`src/rtl/param_register_file.sv`:
```
// param_register_file
//   Datapath register file: special registers AR, DR, PC, IR and AC, plus
//   NUM_GPR general registers R1..R[NUM_GPR]. Every register is DATA_W bits.
//   It sits on the shared B-bus, feeds the instruction and data memory ports,
//   and loads the two ALU operand latches.
//
//   Select codes: 0=AR 1=DR 2=PC 3=IR 4=AC, 5+k=R(k+1). Higher codes are
//   unmapped: writes to them are ignored and reads of them return 0.
//
// Ports
//   clk, rst_n       rising-edge clock, asynchronous active-low reset
//   bus_in           B-bus write data
//   ins_in           instruction memory data (the only IR write source)
//   din              data memory read data, loaded into DR on mem_read
//   mem_read         load DR from din (wins over a bus write to DR)
//   wr_en, wr_sel    bus write strobe and destination code
//   rd_en, rd_sel    bus read enable and source code (bus_out is combinational)
//   rst_mask         per-GPR synchronous clear, bit i-1 = Ri
//   inc_mask         per-GPR increment, bit i-1 = Ri
//   pc_inc           PC increment (a PC write wins)
//   ld_a             latch AC into alu_a
//   ld_b, b_src      latch the register selected by b_src into alu_b
//   bus_out          B-bus read data
//   alu_a, alu_b     ALU operand latches
//   ir_out, dm_addr, im_addr, dout   continuous copies of IR, AR, PC, DR
//   inc_wrap         one-cycle wrap/saturate flags, bit i-1 = Ri, bit NUM_GPR = PC
module param_register_file #(
  parameter int DATA_W  = 16,
  parameter int NUM_GPR = 7,
  parameter int SEL_W   = 4,
  parameter int INC_SAT = 0
) (
  input  logic               clk,
  input  logic               rst_n,
  input  logic [DATA_W-1:0]  bus_in,
  input  logic [DATA_W-1:0]  ins_in,
  input  logic [DATA_W-1:0]  din,
  input  logic               mem_read,
  input  logic               wr_en,
  input  logic [SEL_W-1:0]   wr_sel,
  input  logic               rd_en,
  input  logic [SEL_W-1:0]   rd_sel,
  input  logic [NUM_GPR-1:0] rst_mask,
  input  logic [NUM_GPR-1:0] inc_mask,
  input  logic               pc_inc,
  input  logic               ld_a,
  input  logic               ld_b,
  input  logic [SEL_W-1:0]   b_src,
  output logic [DATA_W-1:0]  bus_out,
  output logic [DATA_W-1:0]  alu_a,
  output logic [DATA_W-1:0]  alu_b,
  output logic [DATA_W-1:0]  ir_out,
  output logic [DATA_W-1:0]  dm_addr,
  output logic [DATA_W-1:0]  im_addr,
  output logic [DATA_W-1:0]  dout,
  output logic [NUM_GPR:0]   inc_wrap
);

  localparam logic [SEL_W-1:0]  SEL_AR = SEL_W'(0);
  localparam logic [SEL_W-1:0]  SEL_DR = SEL_W'(1);
  localparam logic [SEL_W-1:0]  SEL_PC = SEL_W'(2);
  localparam logic [SEL_W-1:0]  SEL_IR = SEL_W'(3);
  localparam logic [SEL_W-1:0]  SEL_AC = SEL_W'(4);
  localparam logic [DATA_W-1:0] ONE    = DATA_W'(1);

  logic [DATA_W-1:0] ar, dr, pc, ir, ac;
  logic [DATA_W-1:0] gpr [NUM_GPR];

  logic [NUM_GPR-1:0] wr_gpr;
  logic               wr_ar, wr_dr, wr_pc, wr_ir, wr_ac;
  logic [NUM_GPR:0]   wrap_next;
  logic [DATA_W-1:0]  rd_value;
  logic [DATA_W-1:0]  b_value;

  // +1 step: an all-ones value either wraps to zero or holds, by mode.
  function automatic logic [DATA_W-1:0] inc_step(input logic [DATA_W-1:0] v);
    if (&v) return (INC_SAT != 0) ? v : '0;
    return v + ONE;
  endfunction

  // Register contents for a select code; unmapped codes give zero.
  function automatic logic [DATA_W-1:0] reg_value(input logic [SEL_W-1:0] s);
    logic [DATA_W-1:0] v;
    v = '0;
    if (s == SEL_AR)      v = ar;
    else if (s == SEL_DR) v = dr;
    else if (s == SEL_PC) v = pc;
    else if (s == SEL_IR) v = ir;
    else if (s == SEL_AC) v = ac;
    else begin
      for (int k = 0; k < NUM_GPR; k++) begin
        if (s == SEL_W'(5 + k)) v = gpr[k];
      end
    end
    return v;
  endfunction

  // Write decode; unmapped codes match nothing and are dropped.
  always_comb begin
    wr_ar = wr_en && (wr_sel == SEL_AR);
    wr_dr = wr_en && (wr_sel == SEL_DR);
    wr_pc = wr_en && (wr_sel == SEL_PC);
    wr_ir = wr_en && (wr_sel == SEL_IR);
    wr_ac = wr_en && (wr_sel == SEL_AC);
    for (int k = 0; k < NUM_GPR; k++) begin
      wr_gpr[k] = wr_en && (wr_sel == SEL_W'(5 + k));
    end
  end

  // A wrap flag is raised only when the increment actually takes effect,
  // i.e. it was not pre-empted by a clear or a write to the same register.
  always_comb begin
    wrap_next = '0;
    for (int k = 0; k < NUM_GPR; k++) begin
      wrap_next[k] = inc_mask[k] && !rst_mask[k] && !wr_gpr[k] && (&gpr[k]);
    end
    wrap_next[NUM_GPR] = pc_inc && !wr_pc && (&pc);
  end

  always_comb begin
    rd_value = reg_value(rd_sel);
    b_value  = reg_value(b_src);
  end

  assign bus_out = rd_en ? rd_value : '0;
  assign ir_out  = ir;
  assign dm_addr = ar;
  assign im_addr = pc;
  assign dout    = dr;

  always_ff @(posedge clk or negedge rst_n) begin
    if (!rst_n) begin
      ar       <= '0;
      dr       <= '0;
      pc       <= '0;
      ir       <= '0;
      ac       <= '0;
      alu_a    <= '0;
      alu_b    <= '0;
      inc_wrap <= '0;
      for (int k = 0; k < NUM_GPR; k++) gpr[k] <= '0;
    end else begin
      if (wr_ar) ar <= bus_in;
      if (mem_read)   dr <= din;
      else if (wr_dr) dr <= bus_in;
      if (wr_pc)       pc <= bus_in;
      else if (pc_inc) pc <= inc_step(pc);
      // IR is loaded from the instruction memory, never from the B-bus.
      if (wr_ir) ir <= ins_in;
      if (wr_ac) ac <= bus_in;
      for (int k = 0; k < NUM_GPR; k++) begin
        if (rst_mask[k])      gpr[k] <= '0;
        else if (wr_gpr[k])   gpr[k] <= bus_in;
        else if (inc_mask[k]) gpr[k] <= inc_step(gpr[k]);
      end
      // Operand latches sample the pre-edge register values.
      if (ld_a) alu_a <= ac;
      if (ld_b) alu_b <= b_value;
      inc_wrap <= wrap_next;
    end
  end

endmodule
```
`config.mk`:
```
export PLATFORM = sky130hd
export DESIGN_NAME = param_register_file
export DESIGN_NICKNAME = d
export VERILOG_FILES = /design/src/rtl/param_register_file.sv
export SDC_FILE = /design/constraint.sdc
export NUM_CORES = 1
export LEC_CHECK = 0
export CORE_AREA = 2 2 233 235
export CTS_BUF_LIST = sky130_fd_sc_hd__clkbuf_8
export CTS_CLUSTER_SIZE = 28
export DETAILED_ROUTE_END_ITERATION = 12
export DIE_AREA = 0 0 235 237
export HOLD_SLACK_MARGIN = 0.08
export PLACE_DENSITY = 0.55
export SETUP_SLACK_MARGIN = 0.5
export SLEW_MARGIN = 20
export SYNTH_ARGS = -nofsm -noshare
export SYNTH_HDL_FRONTEND = slang
export SYNTH_SLANG_ARGS = --single-unit
```
`constraint.sdc`:
```
create_clock -name clk -period 2.2 [get_ports clk]
set_input_delay 0.44 -clock clk [delete_from_list [all_inputs] [get_ports clk]]
set_output_delay 0.44 -clock clk [all_outputs]
set_load 0.1 [all_outputs]
```
==> flow_metrics.py <==
metrics = {
    "outcome": {
        "outcome": "complete, but fails checks",
        "violations": "setup timing",
    },
    "global_route": {
        "antenna_found_initial": 7,
        "grt_pass1_vias": 18700,
        "grtUsageTotal": 0.326,
        "globalRouteOverflowTotal": 0,
        "grt_pass1_wl_um": 134000,
        "grt_max_degree": 55,
    },
    "clocking": {
        "htreeDepth": 2,
        "clock_latency_ps": 650,
        "clock_sinks": 232,
        "cts_root_buf": "clkbuf_8",
        "numCtsBuffers": 45,
        "clockBufferDepth": 3,
        "cts_tree": "built",
        "clk_pin_slew_worst_paths_ps": 70,
    },
    "timing": {
        "finalSetupTns_ps": -7300,
        "max_slew_margin": 0.388,
        "holdWs_ps": 339,
        "fin_worst_skew_ps": 39.5,
        "tightest_slew_ps": 915,
        "max_freq_mhz": 353,
        "finalSetupViolCount": 16,
        "setup_slack_ps": -635,
        "rsz0062_at_grt": "true",
        "hold_violations": 0,
        "fin_crit_sh": 1.29,
        "period_needed_ps": 2840,
        "maxSlewViolCount": 0,
    },
    "placed_design": {
        "place_hpwl_um": 68900,
        "port_buffers": 201,
        "place_ws_ps": -886,
        "place.gp.congestion": 1.02,
    },
    "route": {
        "ant_nets": 0,
        "wl_per_cell_um": 29.7,
        "dr.first_iter.drc_count": 2454,
        "drc_errors": 0,
        "vias": 19400,
        "drt-pass1-iter-count": 5,
        "wirelength_um": 94200,
        "viasPerCell": 6.10,
    },
    "worst_setup_path": {
        "regToRegSetupSlack_ps": 130,
        "critPathSlowestCell": "dfrtp_1",
        "cp-startpoint": "gpr[102]",
        "critPathKind": "flop to output pin",
        "cp_cell_sequence": "mux2_2 > a22oi_2 > o22ai_2 > a221oi_2 > buf_4 > nor3_4 > buf_12",
        "cp.arrival_ps": 2400,
        "worstPathBufferInverterCount": 2,
        "reg2reg_depth": 9,
        "crit_end": "bus_out[6]",
        "timing.rr.end": "gpr[26]",
        "crit_family": "compound AO/OA/AOI/OAI gates",
        "endpoint_kind": "output pin",
        "required_ps": 1760,
        "cp.depth": 7,
        "worst_setup_path_start_kind": "flop",
        "r2r_start": "gpr[19]",
        "critPathMaxFanout": 2,
        "max_stage_delay_ps": 440,
    },
    "logic_synthesis": {
        "synth_edf_count": 0,
        "ys.flop_type": "dfrtp_1",
        "synthCells": 1864,
        "synthArstFlopShare": 1.00,
        "synth.top_cell.area_share": 0.356,
        "ys_top_cells_by_count": "dfrtp_1 (232), nor2_1 (175), nand2_1 (155)",
        "synth.distinct_cells": 92,
        "synth_seq_cells": 232,
        "synth_area_leaders": "dfrtp_1 (36%), mux2_2 (6.4%), nor2_1 (4.0%)",
        "yosysSeqAreaShare": 0.356,
        "synth_most_common_cell": "dfrtp_1",
        "syn_area_um2": 16300,
        "ys_warn_count": 0,
        "syn_avg_cell_area_um2": 8.75,
        "synth_nets": 1954,
        "yosys.area.top_type": "dfrtp_1",
    },
    "power_and_ir_drop": {
        "p_per_area_nw_per_um2": 677,
        "leakage_nw": 11.0,
        "vdd_ir_drop_max_mv": 0.757,
        "p_total_mw": 18.0,
    },
    "floorplan": {
        "io_pins": 202,
        "die_h_um": 237,
        "core_area_um2": 53300,
        "rows": 85,
        "initial_core_util": 0.306,
        "dieArea_um2": 55700,
        "die_width_um": 235,
    },
    "final_layout": {
        "final_nets": 2533,
        "drive_gt1_frac": 0.490,
        "final_util": 0.499,
        "synthToLayoutAreaGrowth_pct": 63.0,
    },
    "hold_path": {
        "hp-class": "primary input to asynchronous set/reset pin",
    },
    "run": {
        "drv_cap": 0,
    },
}
-- what timing repair did --
item                                   4_1_cts  5_1_grt
hold buffers                                 1        0
gates resized for setup                    521      236
setup buffers                               56       43
setup endpoints to repair                  231      242
pin swaps                                   92       91
gates cloned                                 4        0
endpoints found under the hold margin       45        0
-- sequential cells by signal (all words and copies together) (netlist names) --
register  cells
inc_wrap      8
ir_out       16
gpr         112
alu_b        16
ac           16
dout         16
alu_a        16
dm_addr      16
im_addr      16
-- worst min path at each step --
stage / depth (start not counted) / end / startpoint
2_1_floorplan: 0 / ac[0] / rst_n
6_report: 2 / inc_wrap[0] / rst_n
3_3_place_gp: 1 / inc_wrap[0] / rst_n
5_1_grt: 2 / inc_wrap[0] / rst_n
4_1_cts: 2 / inc_wrap[0] / rst_n
3_5_place_dp: 1 / inc_wrap[0] / rst_n
-- routing by layer --
layer  GRT usage  share of wire
met5           0              0
met4       0.140          0.056
met3      0.0600          0.092
met2       0.501           0.44
met1       0.448           0.42
-- final cells by class --
type,instances,area [µm²]
inverters,30,120
clock inverters,25,148
well taps,696,871
clock buffers,57,785
multi-input cells,1439,11500
fillers,4834,26700
repair buffers,695,7190
flip-flops and latches,232,5990
diodes,1,2.50
-- cells in the final DEF (no fill, tap or decap), types with 13 or more instances in the layout --
cell / instances
buf_4: 408
nor2_1: 160
nand2_1: 133
dfrtp_1: 113
dfrtp_2: 106
buf_12: 105
mux2_2: 81
buf_6: 78
clkdlybuf4s50_1: 72
a21oi_1: 71
o21ai_0: 62
nand3_1: 57
clkbuf_8: 57
a211oi_1: 49
inv_1: 46
nand4_1: 42
mux2i_1: 36
o22ai_1: 35
o21ai_1: 32
xor2_1: 32
xnor2_1: 25
nor3_1: 24
a31oi_1: 24
a311oi_1: 22
a211oi_2: 21
buf_8: 21
and3_1: 19
a221oi_1: 17
a22oi_1: 16
nand3b_1: 16
nand2b_1: 16
o21a_1: 15
a221o_1: 14
a22oi_2: 13
o21ai_2: 13
a21oi_2: 13
nand2_2: 13
a311oi_2: 13
dfrtp_4: 13
-- kinds of logic (layout without fill, tap and decap cells) --
kind of cell,Yosys count,after routing,synth area share
AO/OA/AOI/OAI,563,564,0.239
XOR/XNOR,64,64,0.0344
adder cells (fa/ha/maj),8,8,0.00614
buffers and inverters,194,807,0.0554
flip-flops,232,232,0.356
multiplexers,138,138,0.0972
other,0,1,0
AND/OR/NAND/NOR,665,665,0.212
-- where the power goes --
part           switching (mW)  internal [mW]  leakage, nW
registers               0.888           4.83         2.87
clock network            2.14           2.46        0.550
logic                    4.93           2.76         7.61
-- worst register-to-register path: stages, from the launching register on --
cell	delay, ps
dfrtp_2	470
buf_6	130
buf_6	90
buf_8	120
nand4_1	230
buf_6	210
buf_6	120
nor4_4	270
xnor2_1	120
a211oi_2	230
-- metrics by stage --
step | instance area, µm² | instances
after floorplan | 16800 | 1864
after global placement | 21900 | 2988
after detailed placement | 21900 | 2988
after CTS | 25300 | 3131
after global routing | 26600 | 3175
final | 26600 | 3175
No activity file was read; power rests on OpenSTA's default activity.
